===== src/rtl/uart_tx_pkg.sv =====
// Shared definitions for the UART transmitter port: FSM states, port addresses,
// and the status and CTRL bit positions. Optional parity: UART_TX_PARITY_EN.
package uart_tx_pkg;

    typedef enum logic [2:0] {
        ST_IDLE   = 3'd0,
        ST_START  = 3'd1,
        ST_DATA   = 3'd2,
`ifdef UART_TX_PARITY_EN
        ST_PARITY = 3'd3,
`endif
        ST_STOP   = 3'd4
    } txState_t;

    localparam logic [1:0] PORT_DATA   = 2'd0;
    localparam logic [1:0] PORT_DIV_LO = 2'd1;
    localparam logic [1:0] PORT_DIV_HI = 2'd2;
    localparam logic [1:0] PORT_CTRL   = 2'd3;

    localparam int STAT_FULL      = 0;
    localparam int STAT_EMPTY     = 1;
    localparam int STAT_BUSY      = 2;
    localparam int STAT_OVERFLOW  = 3;
    localparam int STAT_COUNT_LSB = 4;

    localparam int CTRL_FLUSH   = 0;
    localparam int CTRL_CLR_OVF = 1;

    // A programmed divisor of zero runs at one clock per bit.
    function automatic logic [15:0] effDivisor(input logic [15:0] div);
        return (div == 16'd0) ? 16'd1 : div;
    endfunction

endpackage


===== src/rtl/uart_tx_port_if.sv =====
// Core-side port-write bus plus the status word and serial line of the transmitter.
interface uart_tx_port_if;
    logic       wr_en;
    logic [1:0] wr_port;
    logic [7:0] wr_data;
    logic [7:0] status;
    logic       tx;

    modport master (output wr_en, output wr_port, output wr_data, input status, input tx);
    modport slave  (input wr_en, input wr_port, input wr_data, output status, output tx);
endinterface


===== src/rtl/uart_tx_fifo.sv =====
// Small synchronous byte FIFO (depth 2 or 4) with push, pop and flush.
module uart_tx_fifo #(
    parameter int DEPTH = 4
) (
    input  logic       clk,
    input  logic       reset,
    input  logic       i_push,
    input  logic       i_pop,
    input  logic       i_flush,
    input  logic [7:0] i_data,
    output logic [7:0] o_data,
    output logic       o_full,
    output logic       o_empty,
    output logic [2:0] o_count
);
    localparam int AW = (DEPTH > 2) ? 2 : 1;

    logic [AW-1:0] r_wrPtr;
    logic [AW-1:0] r_rdPtr;
    logic [2:0]    r_count;
    logic [7:0]    r_mem [DEPTH];
    logic          w_doPush;
    logic          w_doPop;

    assign o_full   = (r_count == 3'(DEPTH));
    assign o_empty  = (r_count == 3'd0);
    assign o_count  = r_count;
    assign o_data   = r_mem[r_rdPtr];
    assign w_doPop  = i_pop && !o_empty;
    // A push into a full FIFO is fine when the head leaves in the same cycle.
    assign w_doPush = i_push && !i_flush && (!o_full || w_doPop);

    always_ff @(posedge clk or posedge reset) begin
        if (reset) begin
            r_wrPtr <= '0;
            r_rdPtr <= '0;
            r_count <= 3'd0;
        end else if (i_flush) begin
            r_wrPtr <= '0;
            r_rdPtr <= '0;
            r_count <= 3'd0;
        end else begin
            if (w_doPush) r_wrPtr <= r_wrPtr + AW'(1);
            if (w_doPop)  r_rdPtr <= r_rdPtr + AW'(1);
            case ({w_doPush, w_doPop})
                2'b10:   r_count <= r_count + 3'd1;
                2'b01:   r_count <= r_count - 3'd1;
                default: r_count <= r_count;
            endcase
        end
    end

    always_ff @(posedge clk) begin
        if (w_doPush) r_mem[r_wrPtr] <= i_data;
    end

endmodule


===== src/rtl/uart_tx_port.sv =====
// UART 8N1 transmitter on the output-port bus: register decode, divisor, bit timer,
// frame FSM and shifter. Define UART_TX_PARITY_EN to add an even-parity bit.
module uart_tx_port
    import uart_tx_pkg::*;
#(
    parameter logic [15:0] CLK_DIV    = 16'd434,
    parameter int          FIFO_DEPTH = 4
) (
    input  logic            clk,
    input  logic            reset,
    uart_tx_port_if.slave   bus
);
    txState_t    r_state;
    txState_t    w_nextState;
    logic [15:0] r_div;
    logic [15:0] r_timer;
    logic [7:0]  r_shift;
    logic [2:0]  r_bitIdx;
    logic        r_overflow;
`ifdef UART_TX_PARITY_EN
    logic        r_parity;
`endif

    logic        w_push;
    logic        w_pop;
    logic        w_flush;
    logic        w_clrOvf;
    logic        w_full;
    logic        w_empty;
    logic [2:0]  w_count;
    logic [7:0]  w_fifoData;
    logic        w_bitEnd;
    logic        w_loadTimer;
    logic        w_busy;
    logic        w_tx;

    assign w_push   = bus.wr_en && (bus.wr_port == PORT_DATA);
    assign w_flush  = bus.wr_en && (bus.wr_port == PORT_CTRL) && bus.wr_data[CTRL_FLUSH];
    assign w_clrOvf = bus.wr_en && (bus.wr_port == PORT_CTRL) && bus.wr_data[CTRL_CLR_OVF];
    assign w_bitEnd = (r_timer == 16'd1);
    assign w_busy   = (r_state != ST_IDLE);

    uart_tx_fifo #(
        .DEPTH (FIFO_DEPTH)
    ) u_fifo (
        .clk     (clk),
        .reset   (reset),
        .i_push  (w_push),
        .i_pop   (w_pop),
        .i_flush (w_flush),
        .i_data  (bus.wr_data),
        .o_data  (w_fifoData),
        .o_full  (w_full),
        .o_empty (w_empty),
        .o_count (w_count)
    );

    always_ff @(posedge clk or posedge reset) begin
        if (reset) begin
            r_div      <= CLK_DIV;
            r_overflow <= 1'b0;
        end else begin
            if (bus.wr_en && (bus.wr_port == PORT_DIV_LO)) r_div[7:0]  <= bus.wr_data;
            if (bus.wr_en && (bus.wr_port == PORT_DIV_HI)) r_div[15:8] <= bus.wr_data;
            if (w_clrOvf)
                r_overflow <= 1'b0;
            else if (w_push && w_full && !w_pop)
                r_overflow <= 1'b1;
        end
    end

    always_ff @(posedge clk or posedge reset) begin
        if (reset) r_state <= ST_IDLE;
        else       r_state <= w_nextState;
    end

    always_comb begin
        w_nextState = r_state;
        w_pop       = 1'b0;
        w_loadTimer = 1'b0;
        case (r_state)
            ST_IDLE: begin
                if (!w_empty) begin
                    w_pop       = 1'b1;
                    w_loadTimer = 1'b1;
                    w_nextState = ST_START;
                end
            end
            ST_START: begin
                if (w_bitEnd) begin
                    w_loadTimer = 1'b1;
                    w_nextState = ST_DATA;
                end
            end
            ST_DATA: begin
                if (w_bitEnd) begin
                    w_loadTimer = 1'b1;
                    if (r_bitIdx == 3'd7) begin
`ifdef UART_TX_PARITY_EN
                        w_nextState = ST_PARITY;
`else
                        w_nextState = ST_STOP;
`endif
                    end
                end
            end
`ifdef UART_TX_PARITY_EN
            ST_PARITY: begin
                if (w_bitEnd) begin
                    w_loadTimer = 1'b1;
                    w_nextState = ST_STOP;
                end
            end
`endif
            ST_STOP: begin
                // Chain straight into the next start bit so queued bytes leave gap-free.
                if (w_bitEnd) begin
                    if (!w_empty) begin
                        w_pop       = 1'b1;
                        w_loadTimer = 1'b1;
                        w_nextState = ST_START;
                    end else begin
                        w_nextState = ST_IDLE;
                    end
                end
            end
            default: w_nextState = ST_IDLE;
        endcase
    end

    always_ff @(posedge clk or posedge reset) begin
        if (reset) begin
            r_timer  <= 16'd0;
            r_shift  <= 8'd0;
            r_bitIdx <= 3'd0;
`ifdef UART_TX_PARITY_EN
            r_parity <= 1'b0;
`endif
        end else begin
            if (w_loadTimer)
                r_timer <= effDivisor(r_div);
            else if (r_state != ST_IDLE)
                r_timer <= r_timer - 16'd1;

            if (w_pop) begin
                r_shift  <= w_fifoData;
                r_bitIdx <= 3'd0;
`ifdef UART_TX_PARITY_EN
                r_parity <= ^w_fifoData;
`endif
            end else if ((r_state == ST_DATA) && w_bitEnd) begin
                r_shift  <= {1'b0, r_shift[7:1]};
                r_bitIdx <= r_bitIdx + 3'd1;
            end
        end
    end

    // Line level is decoded from state so reset forces it high without waiting for a clock.
    always_comb begin
        w_tx = 1'b1;
        case (r_state)
            ST_START:  w_tx = 1'b0;
            ST_DATA:   w_tx = r_shift[0];
`ifdef UART_TX_PARITY_EN
            ST_PARITY: w_tx = r_parity;
`endif
            default:   w_tx = 1'b1;
        endcase
    end

    assign bus.tx     = w_tx;
    assign bus.status = {1'b0, w_count, r_overflow, w_busy, w_empty, w_full};

endmodule

===== src/flat_wrapper.sv =====
// flat-port wrapper written by rule: the top's interface ports become plain ports
module uart_tx_port_flat import uart_tx_pkg::*;
#(
    parameter logic [15:0] CLK_DIV    = 16'd434,
    parameter int          FIFO_DEPTH = 4
)
  (clk, reset, bus_wr_en, bus_wr_port, bus_wr_data, bus_status, bus_tx);
  uart_tx_port_if bus_i ();
  input  logic clk;
  input  logic reset;
  input wire logic [$bits(bus_i.wr_en)-1:0] bus_wr_en;
  input wire logic [$bits(bus_i.wr_port)-1:0] bus_wr_port;
  input wire logic [$bits(bus_i.wr_data)-1:0] bus_wr_data;
  output wire logic [$bits(bus_i.status)-1:0] bus_status;
  output wire logic [$bits(bus_i.tx)-1:0] bus_tx;
  assign bus_i.wr_en = bus_wr_en;
  assign bus_i.wr_port = bus_wr_port;
  assign bus_i.wr_data = bus_wr_data;
  assign bus_status = bus_i.status;
  assign bus_tx = bus_i.tx;
  uart_tx_port #(.CLK_DIV(CLK_DIV), .FIFO_DEPTH(FIFO_DEPTH)) u_core (.clk(clk), .reset(reset), .bus(bus_i));
endmodule

===== config.mk =====
export PLATFORM = sky130hd
export DESIGN_NAME = uart_tx_port_flat
export DESIGN_NICKNAME = d
export VERILOG_FILES = /design/src/rtl/uart_tx_pkg.sv /design/src/rtl/uart_tx_port_if.sv /design/src/rtl/uart_tx_fifo.sv /design/src/rtl/uart_tx_port.sv /design/src/flat_wrapper.sv
export SDC_FILE = /design/constraint.sdc
export NUM_CORES = 1
export LEC_CHECK = 0
export ABC_CLOCK_PERIOD_IN_PS = 3600
export BUFFER_PORTS_ARGS = -buffer_cell sky130_fd_sc_hd__buf_2
export CORE_UTILIZATION = 24
export DETAILED_ROUTE_END_ITERATION = 10
export PLACE_DENSITY = 0.48
export SLEW_MARGIN = 0
export SYNTH_ARGS = -nofsm -noshare
export SYNTH_HDL_FRONTEND = slang
export SYNTH_HIERARCHICAL = 1
export SYNTH_SLANG_ARGS = --single-unit

===== constraint.sdc =====
create_clock -name clk -period 3.6 [get_ports clk]
set_input_delay 0.18 -clock clk [delete_from_list [all_inputs] [get_ports clk]]
set_output_delay 0.18 -clock clk [all_outputs]
set_load 0.05 [all_outputs]

==> results by group, run 1 <==
Clocking
  – Worst skew pair latency: 340 ps
  – Clk buf depth: 2
  – Post-CTS setup buffer count: 0
  – Htree depth: 3
  – Clock Sinks: between 80 and 90
  – Clock transition at the registers of the reported paths: roughly 60 ps
  – TritonCTS Buffers: 9
  – Clk root buf: clkbuf_16
  – CTS tree: done

Yosys
  – Top FF cell, synth: dfrtp_1
  – Register area share after synthesis: 0.5382
  – Unique masters post-synth: 60
  – Most numerous cell in the Yosys netlist: dfrtp_1
  – Largest area contributor in the netlist: dfrtp_1
  – Ys Warns: 6
  – FF+latch count, synth: 86
  – EDFF count, synth: 32
  – Avg Cell Area, Syn: between 10 and 15 um2
  – Share of synthesized registers carrying an async set or reset: 0.6279
  – Top-area cell type share of the netlist area: 0.2846
  – Synthesized area: between 0.004 and 0.005 mm2
  – Cell count after synthesis: about 360
  – Largest cells by area after synthesis: dfrtp_1 (28%), edfxtp_1 (22%), mux2_2 (4.2%)
  – Post-Syn Nets: 377
  – Top cells by count, synth: dfrtp_1 (49), edfxtp_1 (32), nand2_1 (30), o211ai_1 (20), nor2_1 (17)

Cells and area
  – Final nets: 393
  – Multi-input logic area: 0.001822 mm2
  – Storage cell area: ~0.0023 mm2
  – FILL cells: about 1800
  – Share of layout cells above drive strength 1: 0.2074
  – Ant diodes: 0
  – Non-filler cells, final: about 600
  – Layout Area Growth over Synthesis: 13.51%

Pwr
  – Seq pwr share: 0.438
  – Clock share of power: 0.235
  – Switching Fraction: 0.3757
  – Combinational share of power: 0.327
  – PwrDens: 739.9 mW/mm2
  – Leakage: roughly 1.9 nW
  – Design Power: 0.003618 W
  – VDD IR max: approximately 0.00047 V
  – Sw power: 0.001359 W
  – Int Pwr: between 0.002 and 0.0025 W

STA
  – Slew headroom: 0.3067
  – Measured slew at the worst slew-check pin: 1040 ps
  – Part of the cycle the worst path needs: 0.8839
  – Clock skew: 6.537 ps
  – Period minus WS final: approximately 3200 ps
  – Final slew viol count: 0
  – RSZ-0062 raised after global routing: false
  – Hold Fails Final Rpt: 0
  – FMAX: around 0.31 GHz
  – # setup viols final: 0
  – TNS Setup: 0 ps

Critical path
  – Crit path buf inv count: 2
  – Worst path cell trace: inv_1 -> ha_1 -> nor4b_1 -> nand4_2 -> a2111o_1 -> clkinv_2 -> o31ai_4 -> a21oi_1 -> fa_1 -> nor3_1 -> a31oi_1 -> mux2_1
  – Crit Path Category: reg -> reg
  – Worst path max stage delay: 500 ps
  – Worst setup SP type: register
  – Largest fanout on the critical path: 7
  – Data required time of the worst path: between 3000 and 4000 ps
  – Crit. End Element: register
  – Slowest CP cell: a2111o_1
  – Critical path's top delay family: compound AO/OA/AOI/OAI gates
  – WP data arrival: about 3400 ps

Floorplan
  – Starting Density: 0.2473
  – # IOs: 22
  – Row Count: 48
  – Die H: ~140 um
  – Die area: between 0.015 and 0.02 mm2
  – Die W: 136.0 um
  – Core ar.: ~0.017 mm2

Detailed routing
  – Vias: 2863
  – WL per Instance: approximately 16 um
  – Routed WL: between 9 and 10 mm
  – Drt drc: 0
  – 1st-iter DRT viols: around 120
  – Post-route ant nets: 0
  – Vias per Instance: roughly 4.8
  – Initial DRT Pass Iterations: 4

Placed design
  – Count of input and output buffers: 20
  – GP Congestion: between 0.7 and 0.8
  – HPWL Detailed: around 7.0 mm
  – Dpl cells: 584

GRT
  – GRT Total Usage: 0.1142
  – Grt total ovfl: 0
  – First-pass GRT wire length: 15.89 mm
  – Pin count of the biggest net entering global routing: 48
  – Vias in the first global route: about 2900
  – Initial antenna violation count: 0

Worst hold path
  – Hold Crit Class: in -> reg

Status
  – Run status: finished, final reports clean

Flow run
  – Max Cap Viol: 0
final timing paths:
| path | start | end | slack (ps) | depth (start not counted) |
|---|---|---|---|---|
| hold / removal | bus_wr_port[1] | u_core/r_overflow$_DFFE_PP0P_ | 100 | 2 |
| min in group asynchronous | reset | u_core/u_fifo/o_count[1]$_DFFE_PP0P_ | 340 | 3 |
| setup / recovery | u_core/r_timer[1]$_DFFE_PP0P_ | u_core/u_fifo/o_count[2]$_DFFE_PP0P_ | 420 | 12 |
| hold reg to reg | u_core/r_shift[4]$_DFFE_PP0P_ | u_core/r_shift[4]$_DFFE_PP0P_ | 480 | 1 |
| max in group asynchronous | reset | u_core/r_bitIdx[0]$_DFFE_PP0P_ | 2300 | 3 |
| setup reg to reg | u_core/r_timer[1]$_DFFE_PP0P_ | u_core/u_fifo/o_count[2]$_DFFE_PP0P_ | 420 | 12 |
worst register-to-register path, stage by stage, from the launching register on:
cell      delay [ps]
dfrtp_1          410
inv_1             90
ha_1             140
nor4b_1          460
nand4_2          270
a2111o_1         500
clkinv_2          90
o31ai_4          110
a21oi_1          170
fa_1             220
nor3_1            60
a31oi_1          190
mux2_1           340
metrics by stage:
step / util / instance area, um2 / hold WS, ps / setup WS, ps
floorplan: - / 4308 / -16.60 / 457.7
global route: 0.2807 / 4890 / 104.1 / 218.3
global placement: 0.2649 / 4613 / 141.2 / 543.7
finish: 0.2807 / 4890 / 97.51 / 417.9
detailed placement: 0.2649 / 4613 / 148.6 / 479.6
CTS: 0.2807 / 4890 / 91.16 / 435.4
kinds of logic (layout without fill, tap and decap cells):
family                   Yosys count  after routing  synth area share
buffers and inverters             34             55           0.03892
other                              1              1         0.0008705
multiplexers                      30             30           0.09817
AO/OA/AOI/OAI                     73             73            0.1313
AND/OR/NAND/NOR                  118            118            0.1566
XOR/XNOR                           4              4          0.008132
flip-flops                        86             86            0.5382
adder cells (fa/ha/maj)            9              9           0.02788
registers in the layout (all words and copies together), names as in the netlist:
register	count
u_core/r_shift	8
u_core/r_timer	16
u_core/r_bitIdx	3
u_core/u_fifo/r_mem	32
u_core/r_state	3
u_core/u_fifo/r_rdPtr	2
u_core/u_fifo/r_wrPtr	2
u_core/r_div	16
u_core/r_overflow	1
u_core/u_fifo/o_count	3
layout make-up:
class / instances / area share
inverters: 12 / 0.009468
repair buffers: 27 / 0.03173
flip-flops and latches: 86 / 0.4742
clock buffers: 11 / 0.04759
well taps: 225 / 0.05757
clock inverters: 5 / 0.006909
multi-input cells: 235 / 0.3726
layout by cell type (no fill, tap or decap), types with 5 or more instances in the layout:
master	synthesis	layout
dfrtp_1	49	49
nor3_1	14	14
nor2b_1	6	6
edfxtp_1	32	32
buf_4	6	6
nor4_1	7	7
and2_1	9	9
buf_2	7	20
mux2_2	16	16
clkbuf_16	0	9
nand2_1	30	30
a22o_1	7	7
o211ai_1	20	20
a21oi_1	7	7
inv_1	11	10
mux4_2	8	8
dfstp_2	5	5
a21o_1	7	7
o21ai_0	6	6
ha_1	8	8
nor2_1	17	17
power groups by stage:
stage | Sequential, W | Combinational (W) | Clock [W]
floorplan | 0.00151 | 0.00104 | 0
global placement | 0.00159 | 0.00118 | 0
detailed placement | 0.00160 | 0.00119 | 0
CTS | 0.00159 | 0.00119 | 0.000878
global route | 0.00163 | 0.00130 | 0.000916
finish | 0.00158 | 0.00118 | 0.000851
routing by layer:
metal  up-vias  track usage  part of all wire
li1       1367            -                 -
met1      1444       0.1568              0.50
met2        44       0.1800              0.46
met3         8      0.02759             0.030
met4         0      0.02778            0.0078
met5         -            0                 0
what timing repair did:
| item | 4_1_cts | 5_1_grt |
|---|---|---|
| resized for setup | 0 | 0 |
| endpoints found under the hold margin | 7 | 0 |
| hold buffers | 1 | 0 |
(Power assumes the default switching activity.)
==> run 2, diff against run 1 <==
==> constraint.sdc (replaced) <==
create_clock -name clk -period 3.6 [get_ports clk]
set_input_delay 0.72 -clock clk [delete_from_list [all_inputs] [get_ports clk]]
set_output_delay 0.72 -clock clk [all_outputs]
set_load 0.05 [all_outputs]
==> run 2 against run 1 <==
Against the previous run: cell area grew 1.7%; worst setup slack better by 2.7 ps; first-iteration DRC count is 2.5% lower; register-to-register slack is essentially flat; routed wire length up 0.86%; die area unchanged; via count fell by 0.17%; maximum frequency about the same; clock skew decreased by 2.2 ps; sequential power hardly changed; sequential share of layout area fell by 0.79 points; clock power up 27%; highest routed layer unchanged.
==> results by group, run 2 (same netlist as run 1, synthesis figures left out) <==
Critical path
  – Crit Path Category: reg -> reg (unchanged)
  – Largest fanout on the critical path: 7 (unchanged)
  – Data required time of the worst path: 3810 ps (was 3820 ps)
  – Reg2reg path depth: 12 (unchanged)
  – Worst path depth: 12 (unchanged)
  – Worst setup SP type: register (unchanged)
  – CP Launch Point: u_core/r_timer[1]$_DFFE_PP0P_ (unchanged)
  – FF-to-FF Start: u_core/r_timer[1]$_DFFE_PP0P_ (unchanged)
  – R2R Path End: u_core/u_fifo/o_count[2]$_DFFE_PP0P_ (unchanged)
  – Critical path's top delay family: compound AO/OA/AOI/OAI gates (unchanged)
  – Crit. End Element: register (unchanged)
  – Worst path max stage delay: 500 ps (about the same)
  – FF-to-FF setup slack: 420 ps (about the same)
  – Worst path cell trace: inv_1 -> ha_1 -> nor4b_1 -> nand4_2 -> a2111o_1 -> clkinv_2 -> o31ai_4 -> a21oi_1 -> fa_1 -> nor3_1 -> a31oi_1 -> mux2_1 (unchanged)
  – WP data arrival: 3390 ps (was 3400 ps)
  – Crit path buf inv count: 2 (unchanged)
  – Slowest CP cell: a2111o_1 (unchanged)

Floorplan
  – # IOs: 22 (unchanged)
  – Die area: 0.01849 mm2 (unchanged)
  – Core ar.: 0.01742 mm2 (unchanged)
  – Die H: 136.0 um (unchanged)
  – Die W: 136.0 um (unchanged)
  – Starting Density: 0.2473 (unchanged)
  – Row Count: 48 (unchanged)

Pwr
  – Switching Fraction: 0.3575 (was 0.3757)
  – PwrDens: 776.0 mW/mm2 (was 739.9 mW/mm2)
  – Clock share of power: 0.281 (was 0.235)
  – Int Pwr: 0.002479 W (was 0.002259 W)
  – Sw power: 0.001379 W (was 0.001359 W)
  – VDD IR max: 0.0003769 V (was 0.0004704 V)
  – Seq pwr share: 0.411 (was 0.438)
  – Leakage: 1.920 nW (was 1.878 nW)
  – Combinational share of power: 0.309 (was 0.327)

Detailed routing
  – WL per Instance: 16.37 um (was 16.23 um)
  – Post-route ant nets: 0 (unchanged)
  – Initial DRT Pass Iterations: 4 (unchanged)
  – Vias: 2858 (was 2863)
  – 1st-iter DRT viols: 118 (was 121)
  – Drt drc: 0 (unchanged)
  – Vias per Instance: 4.755 (was 4.764)
  – Routed WL: 9.837 mm (was 9.753 mm)

STA
  – Slew headroom: 0.3057 (was 0.3067)
  – FMAX: 0.3145 GHz (was 0.3143 GHz)
  – Slack of the critical path: 420.6 ps (was 417.9 ps)
  – Measured slew at the worst slew-check pin: 1041 ps (was 1040 ps)
  – Hold Fails Final Rpt: 0 (unchanged)
  – RSZ-0062 raised after global routing: false (unchanged)
  – Period minus WS final: 3179 ps (was 3182 ps)
  – Final slew viol count: 0 (unchanged)
  – Part of the cycle the worst path needs: 0.8832 (was 0.8839)
  – # setup viols final: 0 (unchanged)
  – TNS Setup: 0 ps (unchanged)
  – Clock skew: 4.297 ps (was 6.537 ps)

Clocking
  – Clock Sinks: 86 (unchanged)
  – CTS tree: done (unchanged)
  – TritonCTS Buffers: 9 (unchanged)
  – CTS-repair resized insts: 0 (unchanged)
  – Post-CTS setup buffer count: 0 (unchanged)
  – Clk buf depth: 2 (unchanged)
  – Clock transition at the registers of the reported paths: 60 ps (about the same)
  – CTS Hold Bufs: 0 (was 1)
  – Clk root buf: clkbuf_16 (unchanged)
  – Worst skew pair latency: 330 ps (was 340 ps)
  – Htree depth: 3 (unchanged)

GRT
  – First-pass GRT wire length: 16.11 mm (was 15.89 mm)
  – GRT Total Usage: 0.1143 (was 0.1142)
  – Initial antenna violation count: 0 (unchanged)
  – Vias in the first global route: 2882 (was 2892)
  – Grt total ovfl: 0 (unchanged)
  – Pin count of the biggest net entering global routing: 48 (unchanged)

Status
  – Run status: finished, final reports clean (unchanged)

Cells and area
  – Commonest non-fill, non-tap cells in the layout: dfrtp_1 (49), edfxtp_1 (32), nand2_1 (30) (unchanged)
  – Layout Area Growth over Synthesis: 15.42% (was 13.51%)
  – Commonest non-fill, non-tap cell in the layout: dfrtp_1 (unchanged)
  – Ant diodes: 0 (unchanged)
  – Share of layout cells above drive strength 1: 0.2181 (was 0.2074)
  – Biggest register: u_core/u_fifo/r_mem (unchanged)
  – Max FFs per register: 32 (unchanged)
  – Final nets: 393 (unchanged)
  – Top flop regs: u_core/u_fifo/r_mem: 32 flops, u_core/r_div: 16 flops, u_core/r_timer: 16 flops (unchanged)

Placed design
  – HPWL Detailed: 7.007 mm (was 6.958 mm)
  – Count of input and output buffers: 20 (unchanged)
  – Place WS: 439.4 ps (was 479.6 ps)
  – GP Congestion: 0.7885 (was 0.7884)

Worst hold path
  – Hold Crit Class: in -> async (was in -> reg)

Flow run
  – Max Cap Viol: 0 (unchanged)
[run 2: how the worst max path moves through the flow]
| stage | endpoint | slack, ps |
|---|---|---|
| 3_5_place_dp | u_core/u_fifo/o_count[2]$_DFFE_PP0P_ | 440 |
| 5_1_grt | u_core/u_fifo/o_count[2]$_DFFE_PP0P_ | 120 |
| 2_1_floorplan | u_core/u_fifo/o_count[2]$_DFFE_PP0P_ | 460 |
| 3_3_place_gp | u_core/u_fifo/o_count[2]$_DFFE_PP0P_ | 560 |
| 4_1_cts | u_core/u_fifo/o_count[2]$_DFFE_PP0P_ | 410 |
| 6_report | u_core/u_fifo/o_count[2]$_DFFE_PP0P_ | 420 |
[run 2: area by class of cell]
| type | instances | area (um2) |
|---|---|---|
| Clock buffer | 9 | 225.2 |
| Clock inverter | 7 | 126.4 |
| Fill cell | 1786 | 12440 |
| Inverter | 12 | 46.29 |
| Multi-Input combinational cell | 235 | 1822 |
| Sequential cell | 86 | 2318 |
| Tap cell | 225 | 281.5 |
| Timing Repair Buffer | 27 | 152.6 |
[run 2: power groups by stage]
stage / Sequential (W) / Combinational [W] / Clock [W]
after floorplan: 0.00151 / 0.00104 / 0
after global placement: 0.00159 / 0.00118 / 0
after detailed placement: 0.00160 / 0.00119 / 0
after CTS: 0.00159 / 0.00120 / 0.00111
after global routing: 0.00163 / 0.00131 / 0.00115
final: 0.00159 / 0.00119 / 0.00108
[run 2: per-layer routing]
layer / global-route usage / wire length [um]
met5: 0 / 0
met4: 0.03704 / 80
met3: 0.01752 / 242
met2: 0.1786 / 4464
met1: 0.1610 / 5049
[run 2: metrics by stage]
step	cell area [um2]	total power, W	util	hold WS, ps	instances
6_report	4972	0.003859	0.2855	338.4	601
5_1_grt	4972	0.004094	0.2855	356.8	601
4_1_cts	4972	0.003895	0.2855	326.8	601
3_5_place_dp	4621	0.002792	0.2653	466.3	585
3_3_place_gp	4621	0.002769	0.2653	460.2	585
2_1_floorplan	4308	0.002550	-	449.9	355
==> run 3, diff against run 2 <==
--- a/config.mk
+++ b/config.mk
@@ -7,9 +7,11 @@
 export LEC_CHECK = 0
 export ABC_CLOCK_PERIOD_IN_PS = 3600
 export BUFFER_PORTS_ARGS = -buffer_cell sky130_fd_sc_hd__buf_2
+export CELL_PAD_IN_SITES_DETAIL_PLACEMENT = 0
+export CELL_PAD_IN_SITES_GLOBAL_PLACEMENT = 1
 export CORE_UTILIZATION = 24
 export DETAILED_ROUTE_END_ITERATION = 10
-export PLACE_DENSITY = 0.48
+export PLACE_DENSITY = 0.54
 export SLEW_MARGIN = 0
 export SYNTH_ARGS = -nofsm -noshare
 export SYNTH_HDL_FRONTEND = slang
==> run 3 against run 2 <==
Against the previous run: clock skew increased by 0.93 ps; cell area decreased by 0.73%; core utilization decreased by 0.21 points; sequential cell count unchanged; sequential power about the same; critical path depth unchanged; register-to-register slack improved by 20 ps; total power decreased by 1.9%; combinational power about the same; first-iteration DRC count decreased by 22%; maximum frequency increased by 0.70%; cell count decreased by 0.17%.
==> results by group, run 3 (same netlist as run 1, synthesis figures left out) <==
Cells and area
  – Layout Utilization: 0.2834 (was 0.2855)
  – Storage cell area: 0.002318 mm2 (unchanged)
  – Share of layout cells above drive strength 1: 0.2133 (was 0.2181)
  – Ant diodes: 0 (unchanged)
  – Max FFs per register: 32 (unchanged)
  – Layout Area Growth over Synthesis: 14.58% (was 15.42%)
  – FILL cells: 1815 (was 1786)
  – Multi-input logic area: 0.001822 mm2 (unchanged)
  – Top flop regs: u_core/u_fifo/r_mem: 32 flops, u_core/r_div: 16 flops, u_core/r_timer: 16 flops (unchanged)
  – Commonest non-fill, non-tap cell in the layout: dfrtp_1 (unchanged)
  – Final nets: 392 (was 393)
  – Biggest register: u_core/u_fifo/r_mem (unchanged)
  – Commonest non-fill, non-tap cells in the layout: dfrtp_1 (49), edfxtp_1 (32), nand2_1 (30) (unchanged)

Floorplan
  – Die area: 0.01849 mm2 (unchanged)
  – Starting Density: 0.2473 (unchanged)
  – Die H: 136.0 um (unchanged)
  – # IOs: 22 (unchanged)
  – Core ar.: 0.01742 mm2 (unchanged)
  – Row Count: 48 (unchanged)
  – Die W: 136.0 um (unchanged)

STA
  – TNS Setup: 0 ps (unchanged)
  – FMAX: 0.3167 GHz (was 0.3145 GHz)
  – # setup viols final: 0 (unchanged)
  – Hold Fails Final Rpt: 0 (unchanged)
  – Final slew viol count: 0 (unchanged)
  – Slew headroom: 0.2934 (was 0.3057)
  – Measured slew at the worst slew-check pin: 1060 ps (was 1041 ps)
  – Part of the cycle the worst path needs: 0.8770 (was 0.8832)
  – Clock skew: 5.223 ps (was 4.297 ps)
  – Period minus WS final: 3157 ps (was 3179 ps)
  – RSZ-0062 raised after global routing: false (unchanged)

Detailed routing
  – 1st-iter DRT viols: 92 (was 118)
  – Vias per Instance: 4.767 (was 4.755)
  – Post-route ant nets: 0 (unchanged)
  – Routed WL: 9.959 mm (was 9.837 mm)
  – Initial DRT Pass Iterations: 4 (unchanged)
  – Vias: 2860 (was 2858)
  – Drt drc: 0 (unchanged)
  – WL per Instance: 16.60 um (was 16.37 um)

Critical path
  – Largest fanout on the critical path: 7 (unchanged)
  – Data required time of the worst path: 3830 ps (was 3810 ps)
  – Worst path max stage delay: 500 ps (about the same)
  – WP data arrival: 3390 ps (about the same)
  – Worst path cell trace: inv_1 -> ha_1 -> nor4b_1 -> nand4_2 -> a2111o_1 -> clkinv_2 -> o31ai_4 -> a21oi_1 -> fa_1 -> nor3_1 -> a31oi_1 -> mux2_1 (unchanged)
  – Crit Path Category: reg -> reg (unchanged)
  – Slowest CP cell: a2111o_1 (unchanged)
  – Crit. End Element: register (unchanged)
  – Worst setup SP type: register (unchanged)

Clocking
  – TritonCTS Buffers: 9 (unchanged)
  – Htree depth: 3 (unchanged)
  – CTS Hold Bufs: 0 (unchanged)
  – Clk root buf: clkbuf_16 (unchanged)
  – Post-CTS setup buffer count: 0 (unchanged)
  – Clock transition at the registers of the reported paths: 70 ps (was 60 ps)
  – Clk buf depth: 2 (unchanged)
  – Clock Sinks: 86 (unchanged)
  – CTS-repair resized insts: 0 (unchanged)
  – Worst skew pair latency: 340 ps (was 330 ps)
  – CTS tree: done (unchanged)

Worst hold path
  – Hold Crit Class: in -> async (unchanged)

Pwr
  – Seq pwr share: 0.420 (was 0.411)
  – Switching Fraction: 0.3648 (was 0.3575)
  – Clock share of power: 0.269 (was 0.281)
  – PwrDens: 767.0 mW/mm2 (was 776.0 mW/mm2)
  – Int Pwr: 0.002405 W (was 0.002479 W)
  – VDD IR max: 0.0004505 V (was 0.0003769 V)
  – Sw power: 0.001381 W (was 0.001379 W)
  – Combinational share of power: 0.311 (was 0.309)
  – Design Power: 0.003786 W (was 0.003859 W)
  – Leakage: 1.901 nW (was 1.920 nW)

Placed design
  – HPWL Detailed: 7.080 mm (was 7.007 mm)
  – Count of input and output buffers: 20 (unchanged)
  – GP Congestion: 0.7413 (was 0.7885)

Flow run
  – Max Cap Viol: 0 (unchanged)

GRT
  – GRT Total Usage: 0.1161 (was 0.1143)
  – Pin count of the biggest net entering global routing: 48 (unchanged)
  – Vias in the first global route: 2760 (was 2882)
  – First-pass GRT wire length: 16.04 mm (was 16.11 mm)
  – Initial antenna violation count: 0 (unchanged)
  – Grt total ovfl: 0 (unchanged)

Status
  – Run status: finished, final reports clean (unchanged)
-- run 3: changes by cell type in the layout (fill, tap and decap cells not counted), sizes merged --
cell,change
inv,-1
buf,-1
clkinv,+1
bufinv,-1
clkbuf,+1
-- run 3: per-stage QoR --
step	cell area, um2	worst slack (ps)	std cells	hold slack [ps]
detailed placement	4613	441.7	584	470.5
finish	4936	442.6	600	323.0
global placement	4613	466.3	584	464.3
CTS	4936	429.7	600	314.5
global route	4936	239.6	600	344.7
floorplan	4308	457.7	355	449.9
-- run 3: worst paths after layout --
kind	start	to	slack, ps	depth (start not counted)
worst min-delay path	reset	u_core/u_fifo/o_count[0]$_DFFE_PP0P_	320	2
min in group clk	u_core/r_shift[3]$_DFFE_PP0P_	u_core/r_shift[3]$_DFFE_PP0P_	480	1
worst max-delay path	u_core/r_timer[1]$_DFFE_PP0P_	u_core/u_fifo/o_count[2]$_DFFE_PP0P_	440	12
worst min register to register	u_core/r_shift[3]$_DFFE_PP0P_	u_core/r_shift[3]$_DFFE_PP0P_	480	1
max in group asynchronous	reset	u_core/r_shift[3]$_DFFE_PP0P_	2290	2
worst max register to register	u_core/r_timer[1]$_DFFE_PP0P_	u_core/u_fifo/o_count[2]$_DFFE_PP0P_	440	12
-- run 3: cell type report --
| type | count | area share |
|---|---|---|
| flip-flops and latches | 86 | 0.4697 |
| well taps | 225 | 0.05703 |
| clock buffers | 10 | 0.04639 |
| repair buffers | 26 | 0.02940 |
| multi-input cells | 235 | 0.3691 |
| clock inverters | 6 | 0.01901 |
| inverters | 12 | 0.009379 |
-- run 3: worst max-delay path: cells and delay by family (launching register included) --
family	cells	cell delay, ps
AOI/OAI and AO/OA	4	970
adders and majority gates	2	350
buffers and inverters	2	180
DFF	1	420
muxes	1	330
and+or+nand+nor	3	790
-- run 3: power by group through the flow --
stage	Sequential (W)	Clock, W	Combinational (W)
floorplan	0.00151	0	0.00104
global placement	0.00159	0	0.00118
detailed placement	0.00161	0	0.00118
CTS	0.00159	0.00105	0.00119
global route	0.00163	0.00109	0.00129
finish	0.00159	0.00102	0.00118
-- run 3: routing by layer --
metal / track usage / up-vias / part of all wire
li1: - / 1383 / -
met3: 0.02274 / 13 / 0.029
met5: 0 / - / 0
met1: 0.1615 / 1421 / 0.50
met2: 0.1797 / 43 / 0.46
met4: 0.03889 / 0 / 0.013
